## src/rtl/fifo_wr_arbiter_ctrl.sv

```systemverilog
// FIFO controller: round-robin write arbitration, pointers and flags.
// Optional almost_full/almost_empty outputs under FIFO_ALMOST_FLAGS_EN.
module fifo_wr_arbiter_ctrl #(
  parameter int DATA_SIZE = 8,
  parameter int ADDR_SIZE = 4,
  parameter int NREQ      = 4,
  parameter int AF_LEVEL  = 12,
  parameter int AE_LEVEL  = 2
) (
  input  logic                      wclk,
  input  logic                      wrst_n,
  input  logic [NREQ-1:0]           req,
  input  logic [NREQ*DATA_SIZE-1:0] req_data,
  output logic [NREQ-1:0]           gnt,
  input  logic                      rd_en,
  output logic [DATA_SIZE-1:0]      mem_wdata,
  output logic [ADDR_SIZE-1:0]      mem_waddr,
  output logic                      mem_wclk_en,
  output logic                      mem_wfull,
  output logic [ADDR_SIZE-1:0]      mem_raddr,
  output logic                      full,
  output logic                      empty,
  output logic [ADDR_SIZE:0]        count
`ifdef FIFO_ALMOST_FLAGS_EN
  ,
  output logic                      almost_full,
  output logic                      almost_empty
`endif
);

  localparam int RRW = $clog2(NREQ);

  logic [ADDR_SIZE:0] wptr_q, wptr_d;
  logic [ADDR_SIZE:0] rptr_q, rptr_d;
  logic [ADDR_SIZE:0] count_q, count_d;
  logic [RRW-1:0]     rr_ptr_q, rr_ptr_d;
  logic               full_q, full_d;
  logic               empty_q, empty_d;
  logic [RRW-1:0]     gnt_idx;
  logic [RRW-1:0]     idx;
  logic               found;
  logic               wr, rd;

  // Round-robin search from rr_ptr upward with wrap; blocked when full.
  always_comb begin
    gnt     = '0;
    gnt_idx = '0;
    found   = 1'b0;
    idx     = rr_ptr_q;
    if (wrst_n && !full_q) begin
      for (int i = 0; i < NREQ; i++) begin
        if (!found && req[idx]) begin
          found      = 1'b1;
          gnt[idx]   = 1'b1;
          gnt_idx    = idx;
        end
        idx = (idx == RRW'(NREQ - 1)) ? '0 : idx + 1'b1;
      end
    end
  end

  // Route the granted requester's word to the memory write port.
  always_comb begin
    mem_wdata = '0;
    for (int i = 0; i < NREQ; i++) begin
      if (gnt[i]) begin
        mem_wdata = mem_wdata | req_data[i*DATA_SIZE +: DATA_SIZE];
      end
    end
  end

  assign wr = |gnt;
  assign rd = rd_en & ~empty_q;

  // Next-state pointers; flags derive from the next pointers.
  always_comb begin
    wptr_d   = wptr_q + {{ADDR_SIZE{1'b0}}, wr};
    rptr_d   = rptr_q + {{ADDR_SIZE{1'b0}}, rd};
    count_d  = wptr_d - rptr_d;
    empty_d  = (wptr_d == rptr_d);
    full_d   = (wptr_d[ADDR_SIZE] != rptr_d[ADDR_SIZE]) &&
               (wptr_d[ADDR_SIZE-1:0] == rptr_d[ADDR_SIZE-1:0]);
    rr_ptr_d = rr_ptr_q;
    if (wr) begin
      rr_ptr_d = (gnt_idx == RRW'(NREQ - 1)) ? '0 : gnt_idx + 1'b1;
    end
  end

  // State registers.
  always_ff @(posedge wclk or negedge wrst_n) begin
    if (!wrst_n) begin
      wptr_q   <= '0;
      rptr_q   <= '0;
      count_q  <= '0;
      rr_ptr_q <= '0;
      full_q   <= 1'b0;
      empty_q  <= 1'b1;
    end else begin
      wptr_q   <= wptr_d;
      rptr_q   <= rptr_d;
      count_q  <= count_d;
      rr_ptr_q <= rr_ptr_d;
      full_q   <= full_d;
      empty_q  <= empty_d;
    end
  end

`ifdef FIFO_ALMOST_FLAGS_EN
  logic af_q, ae_q;

  // Threshold flags track the same next-state occupancy as count.
  always_ff @(posedge wclk or negedge wrst_n) begin
    if (!wrst_n) begin
      af_q <= 1'b0;
      ae_q <= 1'b1;
    end else begin
      af_q <= (count_d >= (ADDR_SIZE+1)'(AF_LEVEL));
      ae_q <= (count_d <= (ADDR_SIZE+1)'(AE_LEVEL));
    end
  end

  assign almost_full  = af_q;
  assign almost_empty = ae_q;
`endif

  assign mem_waddr   = wptr_q[ADDR_SIZE-1:0];
  assign mem_raddr   = rptr_q[ADDR_SIZE-1:0];
  assign mem_wclk_en = wr;
  assign mem_wfull   = full_q;
  assign full        = full_q;
  assign empty       = empty_q;
  assign count       = count_q;

endmodule

```

## config.mk

```make
export PLATFORM = sky130hd
export DESIGN_NAME = fifo_wr_arbiter_ctrl
export DESIGN_NICKNAME = d
export VERILOG_FILES = /design/src/rtl/fifo_wr_arbiter_ctrl.sv
export SDC_FILE = /design/constraint.sdc
export NUM_CORES = 1
export LEC_CHECK = 0
export ABC_CLOCK_PERIOD_IN_PS = 4850
export BUFFER_PORTS_ARGS = -buffer_cell sky130_fd_sc_hd__buf_2
export CAP_MARGIN = 25
export CORE_MARGIN = 4
export CORE_UTILIZATION = 48
export CTS_CLUSTER_SIZE = 30
export DETAILED_ROUTE_END_ITERATION = 8
export GPL_TIMING_DRIVEN = 0
export HOLD_SLACK_MARGIN = 0.05
export PLACE_DENSITY_LB_ADDON = 0.2
export SKIP_LAST_GASP = 1
export SYNTH_ARGS = -nofsm -noshare
export SYNTH_HDL_FRONTEND = slang
export SYNTH_SLANG_ARGS = --single-unit
```

## constraint.sdc

```tcl
create_clock -name wclk -period 4.85 [get_ports wclk]
set_clock_uncertainty 0.2 [all_clocks]
set_input_delay 0.97 -clock wclk [delete_from_list [all_inputs] [get_ports wclk]]
set_output_delay 0.97 -clock wclk [all_outputs]
set_load 0.02 [all_outputs]
```

# Word-level counts from Yosys, hierarchy flattened
# Cells that the tools add are included.
totals:
  reg_bits: 19
  inputBits: 39
  output_inout_bits: 29
  word_cells: 93
op_classes:
  add_sub_neg: 7
  magnitude_cmp: 8
  n_eq_ne: 7
  mux: 43
  n_bitwise: 8
  reduce_logical: 14
ops:
  columns: ["cell", "count"]
  rows:
  - ["two-way mux 4 bit", 8]
  - ["two-way mux 8 bit", 4]
  - ["bitwise OR 8 bit", 3]
  - ["two-way mux 2 bit", 9]
  - ["two-way mux 1 bit", 14]
  - ["< comparator 2 x 3 -> 1 bit, second input constant", 4]
  - ["bitwise OR 4 bit", 3]
  - ["adder 5 x 1 -> 5 bit", 2]
  - ["logical AND 1 bit", 9]
  - ["adder 2 x 1 -> 2 bit, second input constant", 4]
  - ["binary-select mux 1 bit (select 2 bit)", 4]
  - ["demux 1 bit (select 2 bit)", 4]
  - ["== test 2 bit, second input constant", 4]
  - [">= comparator 2 x 1 -> 1 bit, second input constant", 4]
  - ["== test 5 bit", 1]
  - ["subtractor 5 bit", 1]
  - ["== test 4 bit", 1]
  - ["zero test 1 bit", 4]
  - ["OR reduction 4 bit", 1]
  - ["AND 1 bit", 1]
  - ["inequality test 1 bit", 1]
  - ["NOT 1 bit", 1]

# Longest topological paths before layout
# Gate-level depths: netlist (run 1).
logic_depth:
  depth_word: 23
  depth_mapped: 18
  ltp_nobuf: 16

# Worst setup path after synthesis (run 1)
# No wires, ideal clock.
synth_path:
  path_type: "register to register"
  startpoint: "register rr_ptr_q[0]"
  endpoint: "register count_q[4] (netlist: count[4])"
  setup_ns: 0.080
  t_arrival_ns: 4.304
  required_time_ns: 4.570
  path_slack_ns: 0.266
  stages_incl_launch_ff: 17
  path_buffers: 2
  synth_period_minus_slack_ns: 4.584
  path_cell_list: "dfrtp_1 > buf_2 > inv_1 > ha_1 > buf_2 > mux2i_1 > nand2_1 > and3b_4 > a222oi_1 > a21oi_2 > or4_4 > ha_1 > ha_1 > fa_1 > a21o_1 > a21oi_1 > xnor2_1"
synth_between:
  elab_chain_len: 19
  word_cells_on_any_way: 63
  cone_classes: "add/sub: 5; order compare: 8; eq/ne: 3; mux: 33; bitwise: 3; reduce/logical: 11"
synth_rtl:
  columns: ["element", "line", "source"]
  rows:
  - ["start, declared", "36", "logic [RRW-1:0] rr_ptr_q, rr_ptr_d;"]
  - ["start signal, assigned", "102", "rr_ptr_q <= rr_ptr_d;"]
  - ["parallel branches: the longest is 14 deep, another holds < comparator 2 x 3 -> 1 bit", null, null]
  - ["two-way mux 4 bit (*)", "52", "if (!found && req[idx]) begin"]
  - ["two-way mux 4 bit (*)", "50", "if (wrst_n && !full_q) begin"]
  - ["named net gnt[1]", "14", "output logic [NREQ-1:0] gnt,"]
  - ["OR reduction 4 bit (*)", "72", "assign wr = |gnt;"]
  - ["named net mem_wclk_en", "18", "output logic mem_wclk_en,"]
  - ["adder 5 x 1 -> 5 bit (*)", "77", "wptr_d = wptr_q + {{ADDR_SIZE{1'b0}}, wr};"]
  - ["named net wptr_d[1]", "33", "logic [ADDR_SIZE:0] wptr_q, wptr_d;"]
  - ["subtractor 5 bit (*)", "79", "count_d = wptr_d - rptr_d;"]
  - ["named net count_d[4]", "35", "logic [ADDR_SIZE:0] count_q, count_d;"]
  - ["end signal, assigned", "101", "count_q <= count_d;"]
  - ["end, declared", "35", null]
# Mark *: on every way through the listed nets, which the timed path passes. The select of a mux whose other input is x is not followed.
# A chain may end at the register's enable or synchronous reset.

# Worst setup path after layout (run 1)
layout_path:
  startpoint: "register rr_ptr_q[0]"
  endpoint: "register count_q[4] (netlist: count[4])"
layout_between:
  elab_chain_len: 19
  word_cells_on_any_way: 63
  cone_classes: "add/sub: 5; order compare: 8; eq/ne: 3; mux: 33; bitwise: 3; reduce/logical: 11"
layout_rtl:
  columns: ["element", "line"]
  rows:
  - ["parallel branches: the longest is 14 deep, another holds < comparator 2 x 3 -> 1 bit", null]
  - ["two-way mux 4 bit (*)", "52"]
  - ["two-way mux 4 bit (*)", "50"]
  - ["OR reduction 4 bit (*)", "72"]
  - ["adder 5 x 1 -> 5 bit (*)", "77"]
  - ["named net wptr_d[1]", "33"]
  - ["subtractor 5 bit (*)", "79"]
  - ["named net count_d[4]", "35"]
# Marked as above.

==> impl_metrics.json, run 1 <==
{
  "dieArea_um2": 4290,
  "coreArea_um2": 3100,
  "synthArstFlopShare_pct": 100,
  "synth_top_area_share_pct": 28.3,
  "ys_seq_area_share_pct": 30.0,
  "rows": 20,
  "synthFlopType": "dfrtp_1",
  "wl_per_cell_um": 13.1,
  "crit_start": "rr_ptr_q[0]",
  "syn_to_final_growth_pct": 32.8,
  "dp_hpwl_um": 3080,
  "path_clk_slew_ns": 0.11,
  "synth_cell_types": 42,
  "hold_class": "reg2reg",
  "cts_root_buffer": "clkbuf_4",
  "tightest_slew_ns": 0.440,
  "outcome": "finished, final reports clean",
  "globalplace.congestion": 0.804,
  "syn_area_per_cell_um2": 9.29,
  "fin_crit_sh_pct": 94.9,
  "p_per_area_nw_per_um2": 837,
  "comb_power_share_pct": 78.1,
  "synth_nets": 226,
  "grt_overflow": 0,
  "max_freq_ghz": 0.217,
  "drc_errors": 0,
  "antenna_found_initial": 0,
  "netSwitchingFraction_pct": 49.4,
  "cts_buffers": 3,
  "p_sw_uw": 872,
  "cts.path.max_buffers": 2,
  "grt_usage_pct": 19.3,
  "initial_core_util_pct": 51.2,
  "cp.required_ns": 4.88,
  "p_int_uw": 894,
  "seqPwrFrac_pct": 17.5,
  "num_io_pins": 68,
  "antenna_cells": 0,
  "grt_first_pass_wirelength_um": 6640,
  "ys_seq_elements": 19,
  "grt_max_degree": 22,
  "drtIter0Drc": 84,
  "worstPathMaxFanout": 10,
  "ff2ff_setup_slack_ns": 0.25,
  "maxCapViolCount": 0,
  "setup_viol": 0,
  "drtPass1Iterations": 5,
  "die_h_um": 65.5,
  "wl_um": 3860,
  "max-slew-margin-rel_pct": 70.5,
  "slew_violations": 0,
  "vias": 1606,
  "r2r-end": "count[4]",
  "reg2reg_from": "rr_ptr_q[0]",
  "synth_top_area_cell": "dfrtp_1",
  "layout_min_cycle_time_ns": 4.60,
  "ant_nets": 0,
  "cp-endpoint": "count[4]",
  "drive_gt1_share_pct": 43.2,
  "netlist_instances": 171,
  "nNetsFinal": 306,
  "cts.sinks": 19,
  "fin_cells": 294,
  "worst_r2r_path_depth": 16,
  "synthTopCellsByArea": "dfrtp_1 28%, ha_1 12%, a222oi_1 6.9%",
  "yosys_warnings": 0,
  "die_w_um": 65.5,
  "viasPerCell": 5.46,
  "p_leak_uw": 0.00109,
  "synth_edf_count": 0,
  "clockPowerShare_pct": 4.5,
  "rsz0062_at_grt": "no",
  "htree_levels": 1,
  "worst-setup-path-type": "reg2reg",
  "start_kind": "register",
  "worst-endpoint-arrival_ns": 4.63,
  "hold_buffers": 0,
  "insertion_delay_ns": 0.30,
  "power_uw": 1770,
  "ir_worst_vdd_mv": 0.462,
  "cts_tree": "done",
  "dp.cells": 282,
  "hold_viol": 0,
  "end_kind": "register",
  "grt_pass1_vias": 1496,
  "synthesis.area_um2": 1590,
  "portBuffers": 67
}
[how the worst min path moves through the flow]
| stage | startpoint | endpoint | slack (ns) | depth (start not counted) |
|---|---|---|---|---|
| floorplan | wptr_q[4] | wptr_q[4] | 0.28 | 2 |
| global placement | wptr_q[4] | wptr_q[4] | 0.29 | 2 |
| detailed placement | rptr_q[4] | rptr_q[4] | 0.31 | 2 |
| CTS | rptr_q[4] | rptr_q[4] | 0.34 | 2 |
| global route | rptr_q[4] | rptr_q[4] | 0.37 | 2 |
| finish | rptr_q[4] | rptr_q[4] | 0.34 | 2 |
[metrics by stage]
step | hold slack [ns] | setup TNS (ns) | utilization, % | setup WS, ns | instance area, µm²
floorplan | 0.278 | 0 | - | 0.266 | 1590
global placement | 0.292 | -0.0674 | 63.8 | -0.0674 | 1980
detailed placement | 0.311 | -0.0410 | 63.8 | -0.0410 | 1980
CTS | 0.337 | 0 | 64.7 | 0.0280 | 2010
global route | 0.371 | 0 | 68.0 | 0.0297 | 2110
finish | 0.340 | 0 | 68.0 | 0.250 | 2110
[state kept, by name, indices dropped and copies added, names as in the netlist]
| name | cells |
|---|---|
| rr_ptr_q | 2 |
| wptr_q | 5 |
| empty | 1 |
| full | 1 |
| count | 5 |
| rptr_q | 5 |
[cell families after synthesis]
| group | synth area share (%) |
|---|---|
| flops | 30.0 |
| simple gates | 18.3 |
| fa+ha+maj | 13.1 |
| mux | 4.25 |
| buf+inv | 8.98 |
| compound gates | 18.7 |
| xor+xnor | 6.61 |
[cells in the mapped netlist (3+ instances only)]
cell type	number
dfrtp_1	18
a21oi_1	5
nand2_1	24
nor2_1	5
buf_2	3
xnor2_1	6
clkbuf_1	3
mux2i_1	3
nor2b_1	4
nor3b_1	3
buf_4	9
ha_1	15
xor2_1	6
o21ai_0	4
a222oi_1	11
nand3_1	8
inv_1	13
[worst max-delay path, cell delays in order (launching register included)]
cell and delay (ns):
dfrtp_2 0.41, clkbuf_4 0.20, inv_1 0.11, ha_1 0.31, buf_4 0.18, mux2i_4 0.24
nand2_1 0.07, and3b_4 0.21, a222oi_1 0.37, a21oi_2 0.17, or4_4 0.58, ha_1 0.22
ha_1 0.34, fa_1 0.47, a21o_1 0.17, a21oi_1 0.16, xnor2_1 0.13
[power groups by stage]
stage               registers [µW]  clock network, µW  logic [µW]
floorplan                      330                  0         968
global placement               311                  0        1280
global route                   320               90.3        1540
finish                         308               78.7        1380
CTS                            312               81.4        1310
detailed placement             315                  0        1300
[cells in the final DEF (no fill, tap or decap), types with 2 or more instances in the layout]
cell type / synthesis / routed
buf_2: 3 / 68
ha_1: 15 / 15
clkbuf_1: 3 / 3
a21oi_2: 2 / 2
a222oi_1: 11 / 11
inv_1: 13 / 13
dfrtp_2: 0 / 2
xor2_1: 6 / 5
a31oi_1: 2 / 2
nor3b_1: 3 / 3
o21ai_0: 4 / 4
nor2b_1: 4 / 4
xnor2_1: 6 / 6
nand4_1: 2 / 2
o21ai_2: 1 / 2
a21o_1: 2 / 2
dfrtp_1: 18 / 16
clkbuf_4: 0 / 4
nand2_1: 24 / 24
a21oi_1: 5 / 5
nor2_1: 5 / 5
mux2i_1: 3 / 2
nand3_1: 8 / 8
buf_4: 9 / 18
[routing by layer]
layer / vias up / GRT usage (%) / part of all wire [%]
met3: 2 / 5.30 / 8.8
met2: 80 / 31.7 / 47
met5: - / 0 / 0
li1: 774 / - / -
met4: 0 / 4.40 / 0.73
met1: 750 / 25.2 / 44
[cell type report]
| cell class | count | area, µm² |
|---|---|---|
| multi-input combinational | 124 | 1000 |
| fill | 277 | 993 |
| sequential | 19 | 479 |
| timing repair buffer | 75 | 395 |
| buffer | 15 | 98.8 |
| tap | 44 | 55.1 |
| inverter | 13 | 48.8 |
| clock buffer | 3 | 22.5 |
| clock inverter | 1 | 5.00 |
[timing repair]
action                     in CTS  in global routing
resized for setup               1                  9
buffers inserted                0                  8
pin swaps                       0                  4
setup endpoints to repair       1                 14
No activity file was read; power rests on OpenSTA's default activity.
==> inputs of run 2 (changes only) <==
- REMOVE_ABC_BUFFERS: unset -> 1
==> impl_metrics.json, run 2 (synthesis results as in run 1) <==
{
  "outcome": "finished, final reports clean",
  "coreArea_um2": 3100,
  "drtPass1Iterations": 5,
  "seq_area_um2": 479,
  "drtIter0Drc": 155,
  "whs_ns": 0.324,
  "worst-setup-path-type": "reg2reg",
  "insertion_delay_ns": 0.30,
  "worst-endpoint-arrival_ns": 4.58,
  "cp_slowest_cell": "or4_4",
  "grt_max_degree": 22,
  "grt_pass1_vias": 1329,
  "final_common_cell": "buf_2",
  "whs_endpoint": "wptr_q[4]",
  "wl_um": 3890,
  "final_cell_mix": "67 x buf_2, 24 x nand2_1, 16 x dfrtp_1",
  "drc_errors": 0,
  "hp-start": "wptr_q[4]",
  "syn_to_final_growth_pct": 26.5,
  "max_freq_ghz": 0.220,
  "rows": 20,
  "slew_violations": 0,
  "nNetsFinal": 291,
  "grt_overflow": 0,
  "cts_root_buffer": "clkbuf_4",
  "die_w_um": 65.5,
  "cpMostUsedCell": "ha_1",
  "die_h_um": 65.5,
  "wl_per_cell_um": 14.0,
  "grt_first_pass_wirelength_um": 5980,
  "viasPerCell": 5.36,
  "placed_area_um2": 1890,
  "stdcell_area_um2": 2010,
  "p_leak_uw": 0.00103,
  "htree_levels": 1,
  "crit_start": "rr_ptr_q[0]",
  "dp.cells": 267,
  "hold_class": "reg2reg",
  "crit_chain": "inv_1, ha_2, mux2i_1, nand2_1, and3b_4, a222oi_1, a21oi_2, or4_4, ha_1, ha_1, fa_1, a21o_1, a21oi_1, xnor2_1",
  "cts.sinks": 19,
  "globalplace.congestion": 0.776,
  "hold_path_depth": 2,
  "maxCapViolCount": 0,
  "fillCellCount": 288,
  "antenna_found_initial": 0,
  "portBuffers": 67,
  "setup_viol": 0,
  "ir_worst_vdd_mv": 0.610,
  "grt_usage_pct": 17.2,
  "dp_hpwl_um": 2920,
  "crit_family": "adder cells",
  "tightest_slew_ns": 0.445,
  "cts.path.max_buffers": 2,
  "cp.required_ns": 4.88,
  "initial_core_util_pct": 51.2,
  "path_clk_slew_ns": 0.11,
  "path_depth": 14,
  "num_io_pins": 68,
  "dieArea_um2": 4290,
  "ant_nets": 0,
  "fin_setup_tns_ns": 0,
  "fin_cells": 279,
  "hold_buffers": 0,
  "multiInputGateArea_um2": 1000,
  "crit_path_max_incr_delay_ns": 0.59,
  "start_kind": "register",
  "end_kind": "register",
  "layout_min_cycle_time_ns": 4.55,
  "r2r-end": "count[4]",
  "cts_tree": "done",
  "worstPathMaxFanout": 11,
  "worst_r2r_path_depth": 14,
  "cts_buffers": 3,
  "vias": 1496,
  "p_per_area_nw_per_um2": 855,
  "max-slew-margin-rel_pct": 70.3,
  "ff2ff_setup_slack_ns": 0.30,
  "reg2reg_from": "rr_ptr_q[0]",
  "fin_crit_sh_pct": 93.8,
  "antenna_cells": 0,
  "cp_num_buf_inv": 1,
  "rsz0062_at_grt": "no",
  "hold_viol": 0,
  "drive_gt1_share_pct": 41.7
}
==> run 2: cell types whose count changed in the layout (fill, tap and decap cells not counted), moves of 2 or more <==
cell | before | now
buf_4 | 18 | 8
clkbuf_1 | 3 | 0
ha_1 | 15 | 13
ha_2 | 0 | 2
==> run 2: worst max path at each step <==
stage	endpoint
after floorplan	count[4]
after global placement	count[4]
after detailed placement	count[4]
after CTS	count[4]
after global routing	count[4]
final	count[4]
==> run 2: metrics by stage <==
stage                     utilization (%)  setup WS, ns  power [µW]
after floorplan                         -         0.266        1240
after global placement               60.8        -0.124        1550
after detailed placement             60.8        -0.103        1560
after CTS                            61.7        0.0566        1650
after global routing                 64.8        0.0369        1890
final                                64.8         0.299        1720
==> run 2: report_power, final <==
group	total [µW]	leakage, µW	switching [µW]	internal, µW
registers	310	0.000222	58.6	251
clock network	80.8	0.0000177	49.9	30.8
logic	1330	0.000786	767	560
==> run 2: area by class of cell <==
| type | instances | share of cell area (%) |
|---|---|---|
| timing repair buffer | 75 | 19.7 |
| multi-input combinational | 124 | 49.9 |
| sequential | 19 | 23.8 |
| tap | 44 | 2.74 |
| inverter | 13 | 2.43 |
| clock inverter | 1 | 0.249 |
| clock buffer | 3 | 1.12 |
==> run 2: layer usage <==
metal,track usage [%],up-vias,wire length [µm],share of wire [%]
met5,0,-,0,0
met4,4.66,0,39,1.0
met3,1.37,5,154,4.0
met2,29.3,33,2060,53
met1,23.4,710,1640,42
li1,-,748,-,-
==> run 2: worst min-delay path, cell delays in order, from the launching register on <==
cell and delay [ns]:
dfrtp_1 0.35, xor2_1 0.09, inv_1 0.05
==> run 2: repair_timing <==
action / in CTS / in global routing
resized for setup: 1 / 8
setup buffers: 0 / 8
hold endpoints to repair: 0 / 0
endpoints found under the setup margin: 7 / 12
pin swaps: 0 / 1
gates cloned: 0 / 0
==> inputs of run 3 (changes only) <==
- RECOVER_POWER: unset -> 100
- SLEW_MARGIN: unset -> 30
==> impl_metrics.json, run 3 (synthesis results as in run 1) <==
{
  "nNetsFinal": 291,
  "hold_class": "reg2reg",
  "max_freq_ghz": 0.216,
  "cts_buffers": 3,
  "placed_area_um2": 1890,
  "antenna_cells": 0,
  "wl_um": 3870,
  "layout_min_cycle_time_ns": 4.62,
  "tightest_slew_ns": 1.05,
  "p_leak_uw": 0.000943,
  "antenna_found_initial": 0,
  "end_kind": "output port",
  "fin_setup_tns_ns": 0,
  "dieArea_um2": 4290,
  "drive_gt1_share_pct": 31.1,
  "rsz0062_at_grt": "no",
  "drtPass1Iterations": 5,
  "grt_max_degree": 22,
  "globalplace.congestion": 0.776,
  "viasPerCell": 5.37,
  "cts.sinks": 19,
  "max-slew-margin-rel_pct": 29.9,
  "power_uw": 1690,
  "final_common_cell": "buf_2",
  "initial_core_util_pct": 51.2,
  "dp_hpwl_um": 2920,
  "syn_to_final_growth_pct": 24.5,
  "start_kind": "input port",
  "num_io_pins": 68,
  "worstPathMaxFanout": 8,
  "final_cell_mix": "42 x buf_2, 25 x clkbuf_1, 24 x nand2_1",
  "fin_crit_sh_pct": 95.3,
  "ir_worst_vdd_mv": 0.613,
  "slew_violations": 0,
  "cts_root_buffer": "clkbuf_4",
  "vias": 1497,
  "grt_overflow": 0,
  "p_per_area_nw_per_um2": 853,
  "die_h_um": 65.5,
  "setup_slack_ns": 0.226,
  "htree_levels": 1,
  "worst-setup-path-type": "in2out",
  "drc_errors": 0,
  "grt_pass1_vias": 1329,
  "cts.path.max_buffers": 2,
  "stdcell_area_um2": 1980,
  "cp.required_ns": 3.68,
  "whs_ns": 0.324,
  "rows": 20,
  "maxCapViolCount": 0,
  "die_w_um": 65.5,
  "drtIter0Drc": 170,
  "setup_viol": 0,
  "worst-endpoint-arrival_ns": 3.45,
  "coreArea_um2": 3100,
  "insertion_delay_ns": 0.30,
  "cts_tree": "done",
  "hold_viol": 0,
  "grt_first_pass_wirelength_um": 5980,
  "grt_usage_pct": 17.2,
  "path_clk_slew_ns": 0.10,
  "ant_nets": 0,
  "wl_per_cell_um": 13.9,
  "pre_cts_slack_ns": -0.103,
  "outcome": "finished, final reports clean",
  "portBuffers": 67
}
## run 3: changes by cell type in the layout (fill, tap and decap cells not counted), sizes merged
| cell | change |
|---|---|
| buf | -28 |
| clkbuf | +28 |
## run 3: routing by layer
metal / track usage, % / vias up / share of wire, %
met5: 0 / - / 0
met4: 4.66 / 0 / 1.1
met1: 23.4 / 714 / 43
li1: - / 749 / -
met2: 29.3 / 29 / 53
met3: 1.37 / 5 / 3.0
## run 3: stage by stage
stage          std cells  utilization [%]
5_1_grt              279             63.7
2_1_floorplan        156                -
6_report             279             63.7
3_3_place_gp         267             60.8
4_1_cts              271             61.7
3_5_place_dp         267             60.8
## run 3: layout make-up
class | count | area (µm²)
inverter | 13 | 48.8
sequential | 19 | 479
fill | 301 | 1120
clock buffer | 3 | 22.5
clock inverter | 1 | 5.00
timing repair buffer | 75 | 364
multi-input combinational | 124 | 1000
tap | 44 | 55.1
## run 3: timing repair
| item | 4_1_cts | 5_1_grt |
|---|---|---|
| setup buffers | 0 | 8 |
| setup endpoints to repair | 7 | 12 |
| hold buffers | 0 | 0 |
| pin swaps | 0 | 1 |
| resized for setup | 1 | 8 |
## run 3: worst paths after layout
check                      depth (start not counted)  slack (ns)           end   startpoint
max                                               10        0.23  mem_wdata[5]       req[3]
min                                                2        0.32     wptr_q[4]    wptr_q[4]
max reg2reg                                       14        0.30      count[4]  rr_ptr_q[0]
min reg2reg                                        2        0.32     wptr_q[4]    wptr_q[4]
max in group asynchronous                          1        3.13   rr_ptr_q[0]       wrst_n
min in group asynchronous                          1        0.62     rptr_q[0]       wrst_n
## run 3: where the power goes
group          internal, µW  switching (µW)
registers               251            60.2
clock network          30.8            49.6
logic                   529             766
## run 3: critical path: stages
cell and delay, ns:
buf_2 0.14, or4b_1 0.50, o311a_1 0.16, a311oi_4 0.46, a222oi_1 0.15, a21oi_2 0.40
clkbuf_4 0.23, a222oi_1 0.08, nand2_1 0.12, clkbuf_1 0.24
